==> config.mk <==
export PLATFORM = sky130hd
export DESIGN_NAME = ctrl_decode_stage
export DESIGN_NICKNAME = d
export VERILOG_FILES = /design/src/rtl/ctrl_pkg.sv /design/src/rtl/ctrl_decode_comb.sv /design/src/rtl/ctrl_decode_stage.sv
export SDC_FILE = /design/constraint.sdc
export NUM_CORES = 1
export LEC_CHECK = 0
export BUFFER_PORTS_ARGS = -buffer_cell sky130_fd_sc_hd__buf_4
export CAP_MARGIN = 20
export CORE_MARGIN = 1
export CORE_UTILIZATION = 30
export CTS_BUF_LIST = sky130_fd_sc_hd__clkbuf_8 sky130_fd_sc_hd__clkbuf_16
export CTS_CLUSTER_DIAMETER = 40
export CTS_CLUSTER_SIZE = 28
export DETAILED_ROUTE_END_ITERATION = 16
export GPL_ROUTABILITY_DRIVEN = 1
export PLACE_DENSITY = 0.62
export REMOVE_ABC_BUFFERS = 1
export SLEW_MARGIN = 20
export SYNTH_ARGS = -nofsm -noshare
export SYNTH_HDL_FRONTEND = slang
export SYNTH_SLANG_ARGS = --single-unit
==> constraint.sdc <==
create_clock -name clk -period 2.3 [get_ports clk]
set_input_delay 0.115 -clock clk [delete_from_list [all_inputs] [get_ports clk]]
set_output_delay 0.115 -clock clk [all_outputs]
set_load 0.03 [all_outputs]
==> src/rtl/ctrl_pkg.sv <==
// ctrl_pkg: shared constants and types for the RV32I decode stage.
//   - RV32I base opcodes
//   - ALU operation encodings (ADD=0 .. AND=9)
//   - write-back select and ALU source-A encodings
//   - ctrl_t: the control bundle carried through the ID/EX slot
//   - alu_from_funct3: maps funct3 (+ instr[30]) onto an ALU operation
package ctrl_pkg;

    localparam logic [6:0] OP_R      = 7'b0110011;
    localparam logic [6:0] OP_IALU   = 7'b0010011;
    localparam logic [6:0] OP_LOAD   = 7'b0000011;
    localparam logic [6:0] OP_STORE  = 7'b0100011;
    localparam logic [6:0] OP_BRANCH = 7'b1100011;
    localparam logic [6:0] OP_JAL    = 7'b1101111;
    localparam logic [6:0] OP_JALR   = 7'b1100111;
    localparam logic [6:0] OP_LUI    = 7'b0110111;
    localparam logic [6:0] OP_AUIPC  = 7'b0010111;

    localparam int ALU_OP_W = 4;
    localparam logic [ALU_OP_W-1:0] ALU_ADD  = 4'd0;
    localparam logic [ALU_OP_W-1:0] ALU_SUB  = 4'd1;
    localparam logic [ALU_OP_W-1:0] ALU_SLL  = 4'd2;
    localparam logic [ALU_OP_W-1:0] ALU_SLT  = 4'd3;
    localparam logic [ALU_OP_W-1:0] ALU_SLTU = 4'd4;
    localparam logic [ALU_OP_W-1:0] ALU_XOR  = 4'd5;
    localparam logic [ALU_OP_W-1:0] ALU_SRL  = 4'd6;
    localparam logic [ALU_OP_W-1:0] ALU_SRA  = 4'd7;
    localparam logic [ALU_OP_W-1:0] ALU_OR   = 4'd8;
    localparam logic [ALU_OP_W-1:0] ALU_AND  = 4'd9;

    localparam logic [1:0] WB_ALU = 2'd0;
    localparam logic [1:0] WB_MEM = 2'd1;
    localparam logic [1:0] WB_PC4 = 2'd2;

    localparam logic [1:0] SRC_A_RS1  = 2'd0;
    localparam logic [1:0] SRC_A_PC   = 2'd1;
    localparam logic [1:0] SRC_A_ZERO = 2'd2;

    typedef struct packed {
        logic                reg_write;
        logic                mem_read;
        logic                mem_write;
        logic [1:0]          wb_sel;
        logic [1:0]          alu_src_a;
        logic                alu_src_b;
        logic [ALU_OP_W-1:0] alu_op;
        logic                branch;
        logic                jump;
    } ctrl_t;

    localparam ctrl_t CTRL_NOP = '0;

    // alt is instr[30]; sub_ok is cleared for I-type, where bit 30 is
    // immediate data for ADDI and must not turn it into a subtract.
    function automatic logic [ALU_OP_W-1:0] alu_from_funct3(
        input logic [2:0] f3,
        input logic       alt,
        input logic       sub_ok
    );
        case (f3)
            3'b000:  return (alt && sub_ok) ? ALU_SUB : ALU_ADD;
            3'b001:  return ALU_SLL;
            3'b010:  return ALU_SLT;
            3'b011:  return ALU_SLTU;
            3'b100:  return ALU_XOR;
            3'b101:  return alt ? ALU_SRA : ALU_SRL;
            3'b110:  return ALU_OR;
            default: return ALU_AND;
        endcase
    endfunction

endpackage

==> src/rtl/ctrl_decode_comb.sv <==
// ctrl_decode_comb: purely combinational RV32I instruction -> control bundle.
// Ports:
//   instr      in   32-bit instruction word
//   ctrl       out  decoded control bundle (ctrl_t)
//   uses_rs1   out  instruction reads rs1
//   uses_rs2   out  instruction reads rs2
//   funct3, rd, rs1, rs2  out  field passthrough
//   illegal    out  (only with CTRL_ILLEGAL_TRAP_EN) unknown opcode or bad R funct7
// Optional feature macro: CTRL_ILLEGAL_TRAP_EN.
module ctrl_decode_comb
    import ctrl_pkg::*;
(
    input  logic [31:0] instr,
    output ctrl_t       ctrl,
    output logic        uses_rs1,
    output logic        uses_rs2,
    output logic [2:0]  funct3,
    output logic [4:0]  rd,
    output logic [4:0]  rs1,
    output logic [4:0]  rs2
`ifdef CTRL_ILLEGAL_TRAP_EN
    ,
    output logic        illegal
`endif
);

    logic [6:0] opcode;

    assign opcode = instr[6:0];
    assign funct3 = instr[14:12];
    assign rd     = instr[11:7];
    assign rs1    = instr[19:15];
    assign rs2    = instr[24:20];

`ifdef CTRL_ILLEGAL_TRAP_EN
    assign illegal = !(opcode inside {OP_R, OP_IALU, OP_LOAD, OP_STORE, OP_BRANCH,
                                      OP_JAL, OP_JALR, OP_LUI, OP_AUIPC})
                     || ((opcode == OP_R) && !(instr[31:25] inside {7'b0000000, 7'b0100000}));
`else
    // Only bit 30 of funct7 matters when illegal encodings are not trapped.
    logic unused_funct7;
    assign unused_funct7 = ^{instr[31], instr[29:25]};
`endif

    always_comb begin
        ctrl     = CTRL_NOP;
        uses_rs1 = 1'b0;
        uses_rs2 = 1'b0;
        case (opcode)
            OP_R: begin
                ctrl.reg_write = 1'b1;
                ctrl.alu_op    = alu_from_funct3(funct3, instr[30], 1'b1);
                uses_rs1       = 1'b1;
                uses_rs2       = 1'b1;
            end
            OP_IALU: begin
                ctrl.reg_write = 1'b1;
                ctrl.alu_src_b = 1'b1;
                ctrl.alu_op    = alu_from_funct3(funct3, instr[30], 1'b0);
                uses_rs1       = 1'b1;
            end
            OP_LOAD: begin
                ctrl.reg_write = 1'b1;
                ctrl.mem_read  = 1'b1;
                ctrl.wb_sel    = WB_MEM;
                ctrl.alu_src_b = 1'b1;
                uses_rs1       = 1'b1;
            end
            OP_STORE: begin
                ctrl.mem_write = 1'b1;
                ctrl.alu_src_b = 1'b1;
                uses_rs1       = 1'b1;
                uses_rs2       = 1'b1;
            end
            OP_BRANCH: begin
                ctrl.branch = 1'b1;
                ctrl.alu_op = ALU_SUB;
                uses_rs1    = 1'b1;
                uses_rs2    = 1'b1;
            end
            OP_JAL: begin
                ctrl.jump      = 1'b1;
                ctrl.reg_write = 1'b1;
                ctrl.wb_sel    = WB_PC4;
                ctrl.alu_src_a = SRC_A_PC;
                ctrl.alu_src_b = 1'b1;
            end
            OP_JALR: begin
                ctrl.jump      = 1'b1;
                ctrl.reg_write = 1'b1;
                ctrl.wb_sel    = WB_PC4;
                ctrl.alu_src_a = SRC_A_RS1;
                ctrl.alu_src_b = 1'b1;
                uses_rs1       = 1'b1;
            end
            OP_LUI: begin
                ctrl.reg_write = 1'b1;
                ctrl.alu_src_a = SRC_A_ZERO;
                ctrl.alu_src_b = 1'b1;
            end
            OP_AUIPC: begin
                ctrl.reg_write = 1'b1;
                ctrl.alu_src_a = SRC_A_PC;
                ctrl.alu_src_b = 1'b1;
            end
            default: ;
        endcase
`ifdef CTRL_ILLEGAL_TRAP_EN
        if (illegal) begin
            ctrl = CTRL_NOP;
        end
`endif
    end

endmodule

==> src/rtl/ctrl_decode_stage.sv <==
// ctrl_decode_stage: registered ID/EX slot holding a decoded RV32I control
// bundle, with load-use hazard stall, flush FSM and saturating stall counter.
// Ports:
//   clk, rst_n                 clock (rising edge), async active-low reset
//   in_valid/in_ready, instr   upstream handshake and instruction word
//   flush                      kill slot contents, hold off input for FLUSH_CYCLES
//   out_valid/out_ready        downstream handshake
//   out_*                      decoded control bundle and register fields
//   stall_cnt                  saturating count of load-use stall cycles
//   out_illegal, illegal_seen  (only with CTRL_ILLEGAL_TRAP_EN) per-slot / sticky flags
// Optional feature macro: CTRL_ILLEGAL_TRAP_EN.
module ctrl_decode_stage
    import ctrl_pkg::*;
#(
    parameter int ALUOP_W      = 4,
    parameter int REG_AW       = 5,
    parameter int FLUSH_CYCLES = 1,
    parameter int CNT_W        = 16
) (
    input  logic               clk,
    input  logic               rst_n,
    input  logic               in_valid,
    output logic               in_ready,
    input  logic [31:0]        instr,
    input  logic               flush,
    output logic               out_valid,
    input  logic               out_ready,
    output logic               out_reg_write,
    output logic               out_mem_read,
    output logic               out_mem_write,
    output logic [1:0]         out_wb_sel,
    output logic [1:0]         out_alu_src_a,
    output logic               out_alu_src_b,
    output logic [ALUOP_W-1:0] out_alu_op,
    output logic               out_branch,
    output logic               out_jump,
    output logic [2:0]         out_funct3,
    output logic [REG_AW-1:0]  out_rd,
    output logic [REG_AW-1:0]  out_rs1,
    output logic [REG_AW-1:0]  out_rs2,
    output logic [CNT_W-1:0]   stall_cnt
`ifdef CTRL_ILLEGAL_TRAP_EN
    ,
    output logic               out_illegal,
    output logic               illegal_seen
`endif
);

    localparam logic [0:0] ST_RUN   = 1'b0;
    localparam logic [0:0] ST_FLUSH = 1'b1;

    localparam int FC_W = (FLUSH_CYCLES > 1) ? $clog2(FLUSH_CYCLES) : 1;
    localparam logic [FC_W-1:0] FLUSH_LOAD = FC_W'(FLUSH_CYCLES - 1);

    ctrl_t      dec_ctrl;
    logic       dec_uses_rs1, dec_uses_rs2;
    logic [2:0] dec_funct3;
    logic [4:0] dec_rd, dec_rs1, dec_rs2;

    ctrl_t               ctrl_q, ctrl_d;
    logic                valid_q, valid_d;
    logic [2:0]          funct3_q, funct3_d;
    logic [REG_AW-1:0]   rd_q, rd_d, rs1_q, rs1_d, rs2_q, rs2_d;
    logic [0:0]          state_q, state_d;
    logic [FC_W-1:0]     fcnt_q, fcnt_d;
    logic [CNT_W-1:0]    stall_q, stall_d;
    logic                hz, in_fire, out_fire;

`ifdef CTRL_ILLEGAL_TRAP_EN
    logic dec_illegal;
    logic illegal_q, illegal_d, seen_q, seen_d;
`endif

    ctrl_decode_comb u_decode (
        .instr    (instr),
        .ctrl     (dec_ctrl),
        .uses_rs1 (dec_uses_rs1),
        .uses_rs2 (dec_uses_rs2),
        .funct3   (dec_funct3),
        .rd       (dec_rd),
        .rs1      (dec_rs1),
        .rs2      (dec_rs2)
`ifdef CTRL_ILLEGAL_TRAP_EN
        ,
        .illegal  (dec_illegal)
`endif
    );

    // A load in the slot whose destination is read by the incoming instr
    // must not be bypassed: hold the instr off for one cycle.
    assign hz = in_valid && valid_q && ctrl_q.mem_read && (rd_q != '0)
                && ((dec_uses_rs1 && (REG_AW'(dec_rs1) == rd_q))
                 || (dec_uses_rs2 && (REG_AW'(dec_rs2) == rd_q)));

    assign in_ready = (!valid_q || out_ready) && (state_q == ST_RUN) && !hz && !flush;
    assign in_fire  = in_valid && in_ready;
    assign out_fire = valid_q && out_ready;

    always_comb begin
        ctrl_d   = ctrl_q;
        valid_d  = valid_q;
        funct3_d = funct3_q;
        rd_d     = rd_q;
        rs1_d    = rs1_q;
        rs2_d    = rs2_q;
        state_d  = state_q;
        fcnt_d   = fcnt_q;
        stall_d  = stall_q;
`ifdef CTRL_ILLEGAL_TRAP_EN
        illegal_d = illegal_q;
        seen_d    = seen_q | (in_fire & dec_illegal);
`endif
        if (flush) begin
            // Flush wins over everything, including a pending hazard stall.
            ctrl_d   = CTRL_NOP;
            valid_d  = 1'b0;
            funct3_d = '0;
            rd_d     = '0;
            rs1_d    = '0;
            rs2_d    = '0;
            state_d  = ST_FLUSH;
            fcnt_d   = FLUSH_LOAD;
`ifdef CTRL_ILLEGAL_TRAP_EN
            illegal_d = 1'b0;
`endif
        end else begin
            if (state_q == ST_FLUSH) begin
                if (fcnt_q == '0) begin
                    state_d = ST_RUN;
                end else begin
                    fcnt_d = fcnt_q - 1'b1;
                end
            end
            if (in_fire) begin
                ctrl_d   = dec_ctrl;
                valid_d  = 1'b1;
                funct3_d = dec_funct3;
                rd_d     = REG_AW'(dec_rd);
                rs1_d    = REG_AW'(dec_rs1);
                rs2_d    = REG_AW'(dec_rs2);
`ifdef CTRL_ILLEGAL_TRAP_EN
                illegal_d = dec_illegal;
`endif
            end else if (out_fire) begin
                valid_d = 1'b0;
            end
            if (hz && (stall_q != {CNT_W{1'b1}})) begin
                stall_d = stall_q + 1'b1;
            end
        end
    end

    always_ff @(posedge clk or negedge rst_n) begin
        if (!rst_n) begin
            ctrl_q   <= CTRL_NOP;
            valid_q  <= 1'b0;
            funct3_q <= '0;
            rd_q     <= '0;
            rs1_q    <= '0;
            rs2_q    <= '0;
            state_q  <= ST_RUN;
            fcnt_q   <= '0;
            stall_q  <= '0;
`ifdef CTRL_ILLEGAL_TRAP_EN
            illegal_q <= 1'b0;
            seen_q    <= 1'b0;
`endif
        end else begin
            ctrl_q   <= ctrl_d;
            valid_q  <= valid_d;
            funct3_q <= funct3_d;
            rd_q     <= rd_d;
            rs1_q    <= rs1_d;
            rs2_q    <= rs2_d;
            state_q  <= state_d;
            fcnt_q   <= fcnt_d;
            stall_q  <= stall_d;
`ifdef CTRL_ILLEGAL_TRAP_EN
            illegal_q <= illegal_d;
            seen_q    <= seen_d;
`endif
        end
    end

    assign out_valid     = valid_q;
    assign out_reg_write = ctrl_q.reg_write;
    assign out_mem_read  = ctrl_q.mem_read;
    assign out_mem_write = ctrl_q.mem_write;
    assign out_wb_sel    = ctrl_q.wb_sel;
    assign out_alu_src_a = ctrl_q.alu_src_a;
    assign out_alu_src_b = ctrl_q.alu_src_b;
    assign out_alu_op    = ALUOP_W'(ctrl_q.alu_op);
    assign out_branch    = ctrl_q.branch;
    assign out_jump      = ctrl_q.jump;
    assign out_funct3    = funct3_q;
    assign out_rd        = rd_q;
    assign out_rs1       = rs1_q;
    assign out_rs2       = rs2_q;
    assign stall_cnt     = stall_q;
`ifdef CTRL_ILLEGAL_TRAP_EN
    assign out_illegal   = illegal_q;
    assign illegal_seen  = seen_q;
`endif

endmodule

==> results of run 1 <==
worst register-to-register path: cells and delay by family (launching register included):
kind	cells	cell delay [ns]
xor+xnor	1	0.17
simple gates	2	0.52
compound gates	1	0.46
flops	1	0.44
mux	1	0.38
cells in the final DEF (no fill, tap or decap), types with 3 or more instances in the layout:
cell type / netlist / final
a21oi_1: 5 / 5
and3_1: 5 / 5
and4_1: 3 / 3
buf_4: 3 / 82
clkbuf_8: 0 / 5
dfrtp_1: 49 / 49
inv_1: 3 / 6
mux2_4: 17 / 17
mux2i_1: 13 / 13
nand2_1: 26 / 26
nand3_1: 10 / 10
nand4_1: 9 / 9
nor2_1: 9 / 9
nor2b_1: 21 / 21
nor3_1: 5 / 5
o21ai_0: 4 / 4
xnor2_1: 23 / 23
per-stage QoR:
step	cell area (um2)	power, mW	setup slack (ns)	hold WS [ns]	util
after global routing	3400	1.75	0.0935	0.0306	0.409
final	3400	1.66	0.234	0.0450	0.409
after floorplan	2520	1.05	0.0223	-0.181	-
after global placement	3310	1.19	0.251	0.185	0.398
after detailed placement	3310	1.19	0.240	0.193	0.398
after CTS	3400	1.69	0.215	0.0351	0.409
registers in the layout, summed over array words and instances (netlist names):
name           count
out_alu_src_a      2
stall_cnt         16
state_q            1
out_reg_write      1
out_rs1            5
out_alu_src_b      1
out_jump           1
out_funct3         3
out_alu_op         4
out_valid          1
out_wb_sel         2
out_rs2            5
out_rd             5
out_branch         1
out_mem_write      1
worst max path at each step:
stage	start	cells past startpoint	to
floorplan	out_rd[2]	6	out_rs2[0]
global placement	out_rd[2]	7	out_rs2[0]
detailed placement	out_rd[2]	7	out_rs2[0]
CTS	out_rd[2]	7	out_rs2[0]
global route	out_rd[2]	7	out_rs1[1]
finish	out_rd[2]	5	stall_cnt[1]
kinds of logic after synthesis:
| logic type | share of synthesized area |
|---|---|
| DFF | 0.471 |
| and+or+nand+nor | 0.210 |
| muxes | 0.157 |
| adders and majority gates | 0.00481 |
| buffers and inverters | 0.0361 |
| AOI/OAI and AO/OA | 0.0370 |
| xor gates and xnor gates | 0.0842 |
timing repair:
action                                 CTS  global route
endpoints found under the hold margin   49             0
hold buffers                             1             0
resized for setup                        0             0
power breakdown:
group | switching, mW | leakage [nW] | internal (mW)
registers | 0.0154 | 0.674 | 0.881
logic | 0.146 | 1.02 | 0.128
clock network | 0.283 | 0.0519 | 0.204
per-layer routing:
layer | wire length, um | share of wire
met1 | 2940 | 0.49
met2 | 2660 | 0.44
met3 | 352 | 0.059
met4 | 60 | 0.010
met5 | 0 | 0
layout make-up:
type / instances / area [um2] / area share
well taps: 105 / 131 / 0.0387
inverters: 3 / 11.3 / 0.00332
clock inverters: 3 / 11.3 / 0.00332
multi-input cells: 171 / 1280 / 0.377
repair buffers: 85 / 666 / 0.196
clock buffers: 5 / 68.8 / 0.0203
flip-flops and latches: 49 / 1230 / 0.361
==> flow_summary.ini, run 1 <==
[placement]
gp_routability_congestion = 0.811
port_buffers = 80
dp_hpwl_um = 4320
placed_cells = 412

[timing]
setup_viol = 0
hold_viol_final = 0
clock.fmax_mhz = 484
rsz0062_at_grt = false
slew_headroom = 0.561
min_period_ns = 2.07
maxSlewViolCount = 0
fin_tns_setup_ns = 0
final.setup_skew_ns = 0.00344
worst_slew_pin_slew_ns = 0.658
finalCritPeriodShare = 0.898

[grt]
met1_usage = 0.203
antenna_found_initial = 0
grt_max_degree = 50
grt-ovfl-total = 0
grt_pass1_wl_um = 9670
grtUsageTotal = 0.139
gr-usage-met2 = 0.204
grt_pass1_vias = 1872
grt_use_met3 = 0.0311
grt_busiest_layer = met2

[clock_tree]
root_buffer = clkbuf_8
numClockSinks = 49
clk_pin_slew_ns = 0.09
cts_setup_buffers = 0
clk_path_buf_depth = 2
cts_tree = done
cts_buffers = 5
clk_latency_ns = 0.30
cts_htree_levels = 2

[detailed_routing]
drt.antenna.violating_nets = 0
via_count = 1979
viasPerCell = 4.70
routed_wl_um = 6010
post-route-drc-count = 0
drt_pass1_iterations = 4
post_drt_wl_per_cell_um = 14.3
drt_first_iter_violations = 69

[synth]
synth_edf_count = 0
avgSynthCellArea_um2 = 11.1
yosysSeqAreaShare = 0.471
ys_top_cells_by_area = dfrtp_1, mux2_4, xnor2_1
synth-async-reset-ratio = 1.00
postSynthCellCount = 234
synth_area_um2 = 2600
synthTopCellsByCount = dfrtp_1, nand2_1, xnor2_1
synth_most_common_cell = dfrtp_1
synth_ff_type = dfrtp_1
yosysUniqueCellTypes = 35
netlist.area_leader.share = 0.471
yosys_warnings = 0
yosys.area.top_type = dfrtp_1
ys_seq_elements = 49

[worst_setup_path]
critPathBufInv = 0
critPathCaptureType = register
reg2reg_slack_ns = 0.23
cp_slowest_cell = o2111a_2
crit_fanout = 16
crit_type = reg2reg
r2r-start = out_rd[2]
r2r-end = stall_cnt[1]
required_ns = 2.49
cp_top_family = simple AND/OR/NAND/NOR gates
cp_slowest_stage_delay_ns = 0.46
crit_chain = xor2_1, or3_1, nor3_2, o2111a_2, mux2_2
ff2ff_path_depth = 5
startpoint_type = register
crit_arrival_ns = 2.26

[outcome]
status = finished clean

[final_layout]
nFillCells = 808
n_antenna_cell = 0
synthToLayoutAreaGrowth_pct = 30.5
drive_gt1_frac = 0.358
layout.nets = 353
fin_cells = 421

[floorplanning]
die_w_um = 95.1
initial_core_util = 0.313
core_um2 = 8300
die_h_um = 95.1
row_count = 33
io_pins = 87
die_area_um2 = 9050

[job]
drv_cap = 0

[hold_path]
hold_depth = 2
hold_path.class = in2reg
holdPathEnd = out_rd[1]
hp-start = instr[8]

[pwr]
p_per_area_nw_per_um2 = 488
vdd_ir_drop_max_mv = 0.230
power_leakage_nw = 1.74
Power figures use the tool's default switching activity.
==> inputs of run 2 (changes only) <==
--- a/config.mk
+++ b/config.mk
@@ -8,13 +8,13 @@
 export BUFFER_PORTS_ARGS = -buffer_cell sky130_fd_sc_hd__buf_4
 export CAP_MARGIN = 20
 export CORE_MARGIN = 1
-export CORE_UTILIZATION = 30
+export CORE_UTILIZATION = 50
 export CTS_BUF_LIST = sky130_fd_sc_hd__clkbuf_8 sky130_fd_sc_hd__clkbuf_16
 export CTS_CLUSTER_DIAMETER = 40
 export CTS_CLUSTER_SIZE = 28
 export DETAILED_ROUTE_END_ITERATION = 16
 export GPL_ROUTABILITY_DRIVEN = 1
-export PLACE_DENSITY = 0.62
+export PLACE_DENSITY = 0.89
 export REMOVE_ABC_BUFFERS = 1
 export SLEW_MARGIN = 20
 export SYNTH_ARGS = -nofsm -noshare
==> run 2 against run 1 <==
Compared with the run above:
- sequential power about the same
- design area fell by 1.6%
- utilization is 28 points higher
- critical path depth is 2 higher
- via count is 2.5% higher
- clock skew increased by 0.0040 ns
- combinational power shrank 3%
- sequential cell count unchanged
- global-route usage grew 7.9 points
- cell count fell by 9.5%
- clock power is 14% higher
- total power is 3.7% higher
- highest routed layer unchanged
==> flow_summary.ini, run 2 (synthesis gave the netlist of run 1 again) <==
[outcome]
status = finished clean

[grt]
met1_usage = 0.297
grt_pass1_vias = 1859
grt_use_met3 = 0.0488
grt_pass1_wl_um = 8990
grt_busiest_layer = met2
antenna_found_initial = 0
gr-usage-met2 = 0.345
grtUsageTotal = 0.218
grt-ovfl-total = 0
grt_max_degree = 50

[pwr]
seqPwrFrac = 0.522
p_sw_mw = 0.440
power_leakage_nw = 1.73
vdd_ir_drop_max_mv = 0.300
p_per_area_nw_per_um2 = 514
clockPowerShare = 0.322
comb_power_share = 0.156
swShare = 0.257
power.internal_mw = 1.28

[worst_setup_path]
cp_slowest_cell = dfrtp_1
critPathBufInv = 1
ff2ff_path_depth = 7
startpoint = out_rd[2]
crit_fanout = 22
critPathCaptureType = register
required_ns = 2.49
crit_type = reg2reg
cp_top_family = simple AND/OR/NAND/NOR gates
cp_slowest_stage_delay_ns = 0.45
r2r-start = out_rd[2]
crit_arrival_ns = 2.33
crit_chain = xor2_1, or3_1, nor3_2, o21a_1, nand3b_4, buf_12, mux2_2
crit_cells = 7
startpoint_type = register

[hold_path]
hold_path.class = in2reg
hold_depth = 2
hp-start = instr[8]

[placement]
dp_hpwl_um = 4170
port_buffers = 80
gp_routability_congestion = 0.880
postPlaceCellArea_um2 = 3230

[clock_tree]
cts_htree_levels = 2
cts_setup_buffers = 0
cts_tree = done
clk_pin_slew_ns = 0.09
numClockSinks = 49
clk_path_buf_depth = 2
clk_latency_ns = 0.30
cts_buffers = 5
root_buffer = clkbuf_8
cts.repair.resized = 0

[floorplanning]
initial_core_util = 0.537
row_count = 25
die_area_um2 = 5500
die_w_um = 74.1
die_h_um = 74.1
io_pins = 87
core_um2 = 4850

[timing]
final.setup_skew_ns = 0.00747
rsz0062_at_grt = false
maxSlewViolCount = 0
setup_viol = 0
worst_slew_pin_slew_ns = 0.613
min_period_ns = 2.13
finalCritPeriodShare = 0.927
hold_viol_final = 0
slew_headroom = 0.591
fin_tns_setup_ns = 0
clock.fmax_mhz = 469

[detailed_routing]
via_count = 2029
routed_wl_um = 5720
drt_first_iter_violations = 64
drt.antenna.violating_nets = 0
post_drt_wl_per_cell_um = 15.0
post-route-drc-count = 0
viasPerCell = 5.33
drt_pass1_iterations = 5

[final_layout]
seq_area_um2 = 1230
layout.cells.most_common = buf_4
drive_gt1_frac = 0.363
fin_area_um2 = 3340
final_cell_mix = buf_4, dfrtp_1, nand2_1
largest_reg_flops = 16
nFillCells = 379
n_antenna_cell = 0
multi_input_area_um2 = 1280
layout.nets = 351
synthToLayoutAreaGrowth_pct = 28.5

[job]
drv_cap = 0
-- run 2: cell types whose count changed in the layout (fill, tap and decap cells not counted), sizes merged --
cell | before | now
inv | 6 | 3
clkinv | 0 | 1
clkbuf | 5 | 7
buf | 84 | 82
-- run 2: final timing paths --
path	to	slack (ns)
max in group asynchronous	stall_cnt[11]	1.52
worst max-delay path	out_rs2[0]	0.17
worst min register to register	stall_cnt[5]	0.50
worst max register to register	out_rs2[0]	0.17
worst min-delay path	out_rd[1]	0.04
min in group asynchronous	out_rs2[1]	0.37
-- run 2: layer usage --
metal	wire length, um	vias to the layer above	share of wire
li1	-	968	-
met1	2550	986	0.45
met2	2770	69	0.48
met3	334	6	0.058
met4	68	0	0.012
met5	0	-	0
-- run 2: power groups by stage --
stage	Clock [mW]	Combinational [mW]	Sequential, mW
after floorplan	0	0.0980	0.950
after global placement	0	0.261	0.913
after detailed placement	0	0.267	0.914
after CTS	0.558	0.270	0.897
after global routing	0.591	0.287	0.899
final	0.553	0.267	0.897
-- run 2: layout make-up --
class / instances / share of cell area
Inverter: 3 / 0.00337
Clock inverter: 1 / 0.00150
Timing Repair Buffer: 83 / 0.191
Clock buffer: 7 / 0.0288
Sequential cell: 49 / 0.367
Tap cell: 67 / 0.0251
Multi-Input combinational cell: 171 / 0.383
-- run 2: per-stage QoR --
stage	instances	setup WS (ns)	utilization	hold WS (ns)	total power, mW
2_1_floorplan	223	0.0223	-	-0.181	1.05
3_3_place_gp	372	0.247	0.666	0.165	1.17
3_5_place_dp	372	0.185	0.666	0.168	1.18
4_1_cts	381	0.161	0.689	0.0344	1.72
5_1_grt	381	0.0926	0.689	0.0328	1.78
6_report	381	0.168	0.689	0.0368	1.72
-- run 2: timing repair --
item | in CTS | in global routing
hold endpoints to repair | 49 | 0
hold buffers | 1 | 0
endpoints found under the setup margin | 0 | 0
==> inputs of run 3 (changes only) <==
--- a/config.mk
+++ b/config.mk
@@ -8,14 +8,15 @@
 export BUFFER_PORTS_ARGS = -buffer_cell sky130_fd_sc_hd__buf_4
 export CAP_MARGIN = 20
 export CORE_MARGIN = 1
-export CORE_UTILIZATION = 50
+export CORE_UTILIZATION = 54
 export CTS_BUF_LIST = sky130_fd_sc_hd__clkbuf_8 sky130_fd_sc_hd__clkbuf_16
 export CTS_CLUSTER_DIAMETER = 40
 export CTS_CLUSTER_SIZE = 28
 export DETAILED_ROUTE_END_ITERATION = 16
 export GPL_ROUTABILITY_DRIVEN = 1
-export PLACE_DENSITY = 0.89
+export PLACE_DENSITY = 0.95
 export REMOVE_ABC_BUFFERS = 1
+export SKIP_LAST_GASP = 1
 export SLEW_MARGIN = 20
 export SYNTH_ARGS = -nofsm -noshare
 export SYNTH_HDL_FRONTEND = slang
==> constraint.sdc (replaced) <==
create_clock -name clk -period 2.5 [get_ports clk]
set_input_delay 0.125 -clock clk [delete_from_list [all_inputs] [get_ports clk]]
set_output_delay 0.125 -clock clk [all_outputs]
set_load 0.03 [all_outputs]
==> run 3 against run 2 <==
Compared with the run above:
- the flow now finishes with violations (design-rule violations)
- cell count fell by 3.7%
- total power fell by 10%
- fmax fell by 4.2%
- design area fell by 0.64%
- sequential cell count did not move
- utilization rose by 4.8 points
- combinational power fell by 7.5%
- die area fell by 7.2%
- setup slack improved by 0.11 ns
- critical path depth did not move
- critical path type unchanged
- clock skew barely moved
- sequential power fell by 8.0%
- critical endpoint is now out_funct3[0]
==> flow_summary.ini, run 3 (synthesis gave the netlist of run 1 again) <==
[outcome]
status = finished, violations left
violations = design-rule violations

[job]
drv_cap = 0

[floorplanning]
die_h_um = 71.4
io_pins = 87
row_count = 24
initial_core_util = 0.578
die_area_um2 = 5100
die_w_um = 71.4
core_um2 = 4500

[final_layout]
synthToLayoutAreaGrowth_pct = 27.7
multi_input_area_um2 = 1280
largest_reg_flops = 16
n_antenna_cell = 0
seq_area_um2 = 1230
layout.nets = 352
final_cell_mix = buf_4, dfrtp_1, nand2_1
final_core_util = 0.737
nFillCells = 323
layout.cells.most_common = buf_4
drive_gt1_frac = 0.365

[detailed_routing]
drt.antenna.violating_nets = 0
post-route-drc-count = 9
via_count = 2025
drt_pass1_iterations = 10
post_drt_wl_per_cell_um = 15.8
viasPerCell = 5.52
drt_first_iter_violations = 118
routed_wl_um = 5820

[timing]
worst_slew_pin_slew_ns = 0.610
slew_headroom = 0.593
finalCritPeriodShare = 0.890
hold_viol_final = 0
fin_tns_setup_ns = 0
setup_viol = 0
hold_slack_ns = 0.0475
min_period_ns = 2.23
rsz0062_at_grt = false
clock.fmax_mhz = 449
final.setup_skew_ns = 0.00765
maxSlewViolCount = 0

[placement]
gp_routability_congestion = 0.888
port_buffers = 80
dp_hpwl_um = 4230

[clock_tree]
cts_setup_buffers = 0
cts.repair.resized = 0
clk_path_buf_depth = 2
clk_latency_ns = 0.31
numClockSinks = 49
cts_buffers = 5
cts.hold.buffers_added = 1
root_buffer = clkbuf_8
cts_htree_levels = 2
cts_tree = done
clk_pin_slew_ns = 0.09

[grt]
grtUsageTotal = 0.243
grt_max_degree = 50
grt_pass1_vias = 1959
grt_pass1_wl_um = 9650
antenna_found_initial = 0
grt-ovfl-total = 0

[worst_setup_path]
required_ns = 2.69
crit_arrival_ns = 2.41
startpoint_type = register
crit_fanout = 11
critPathCaptureType = register
crit_type = reg2reg

[pwr]
p_sw_mw = 0.420
power_leakage_nw = 1.73
clockPowerShare = 0.306
p_per_area_nw_per_um2 = 465
power.internal_mw = 1.12
comb_power_share = 0.160
seqPwrFrac = 0.535
finalPower_mw = 1.54
swShare = 0.272
vdd_ir_drop_max_mv = 0.295

[hold_path]
hold_path.class = in2reg
## run 3: cell count changes in the layout (fill, tap and decap cells not counted)
cell      change
buf_4         +1
clkinv_4      +2
clkbuf_8      -2
## run 3: final cells by class
class,count,area share
multi-input cells,171,0.386
flip-flops and latches,49,0.369
repair buffers,84,0.194
clock buffers,5,0.0207
well taps,52,0.0196
clock inverters,3,0.00678
inverters,3,0.00339
## run 3: final timing paths
check | from | to | slack (ns) | cells after the start
setup reg to reg | out_rd[2] | out_funct3[0] | 0.27 | 7
hold reg to reg | stall_cnt[10] | stall_cnt[10] | 0.51 | 1
hold / removal | instr[11] | out_rd[4] | 0.05 | 2
min in group asynchronous | rst_n | out_rd[4] | 0.37 | 2
setup / recovery | out_rd[2] | out_funct3[0] | 0.27 | 7
max in group asynchronous | rst_n | out_funct3[0] | 1.72 | 2
## run 3: worst max-delay path, stage by stage, from the launching register on
cell      delay, ns
dfrtp_1        0.45
xor2_1         0.18
or3_1          0.37
nor3_2         0.15
o21a_1         0.18
nand3b_4       0.26
buf_4          0.22
mux2_4         0.31
## run 3: per-stage QoR
step | setup slack (ns) | instance area (um2) | cells
after floorplan | 0.222 | 2520 | 223
after global placement | 0.340 | 3220 | 358
after detailed placement | 0.299 | 3220 | 358
after CTS | 0.262 | 3320 | 367
after global routing | 0.180 | 3320 | 367
final | 0.274 | 3320 | 367
## run 3: power groups by stage
stage | Combinational (mW) | Sequential (mW) | Clock, mW
2_1_floorplan | 0.0901 | 0.874 | 0
3_3_place_gp | 0.242 | 0.840 | 0
3_5_place_dp | 0.246 | 0.841 | 0
4_1_cts | 0.248 | 0.825 | 0.478
5_1_grt | 0.266 | 0.828 | 0.511
6_report | 0.247 | 0.825 | 0.472
## run 3: layer usage
| metal | wire length (um) | GRT usage | part of all wire | vias up |
|---|---|---|---|---|
| met3 | 333 | 0.0366 | 0.057 | 6 |
| met5 | 0 | 0 | 0 | - |
| met4 | 63 | 0.0667 | 0.011 | 0 |
| met1 | 2640 | 0.345 | 0.45 | 972 |
| li1 | - | - | - | 968 |
| met2 | 2780 | 0.393 | 0.48 | 79 |
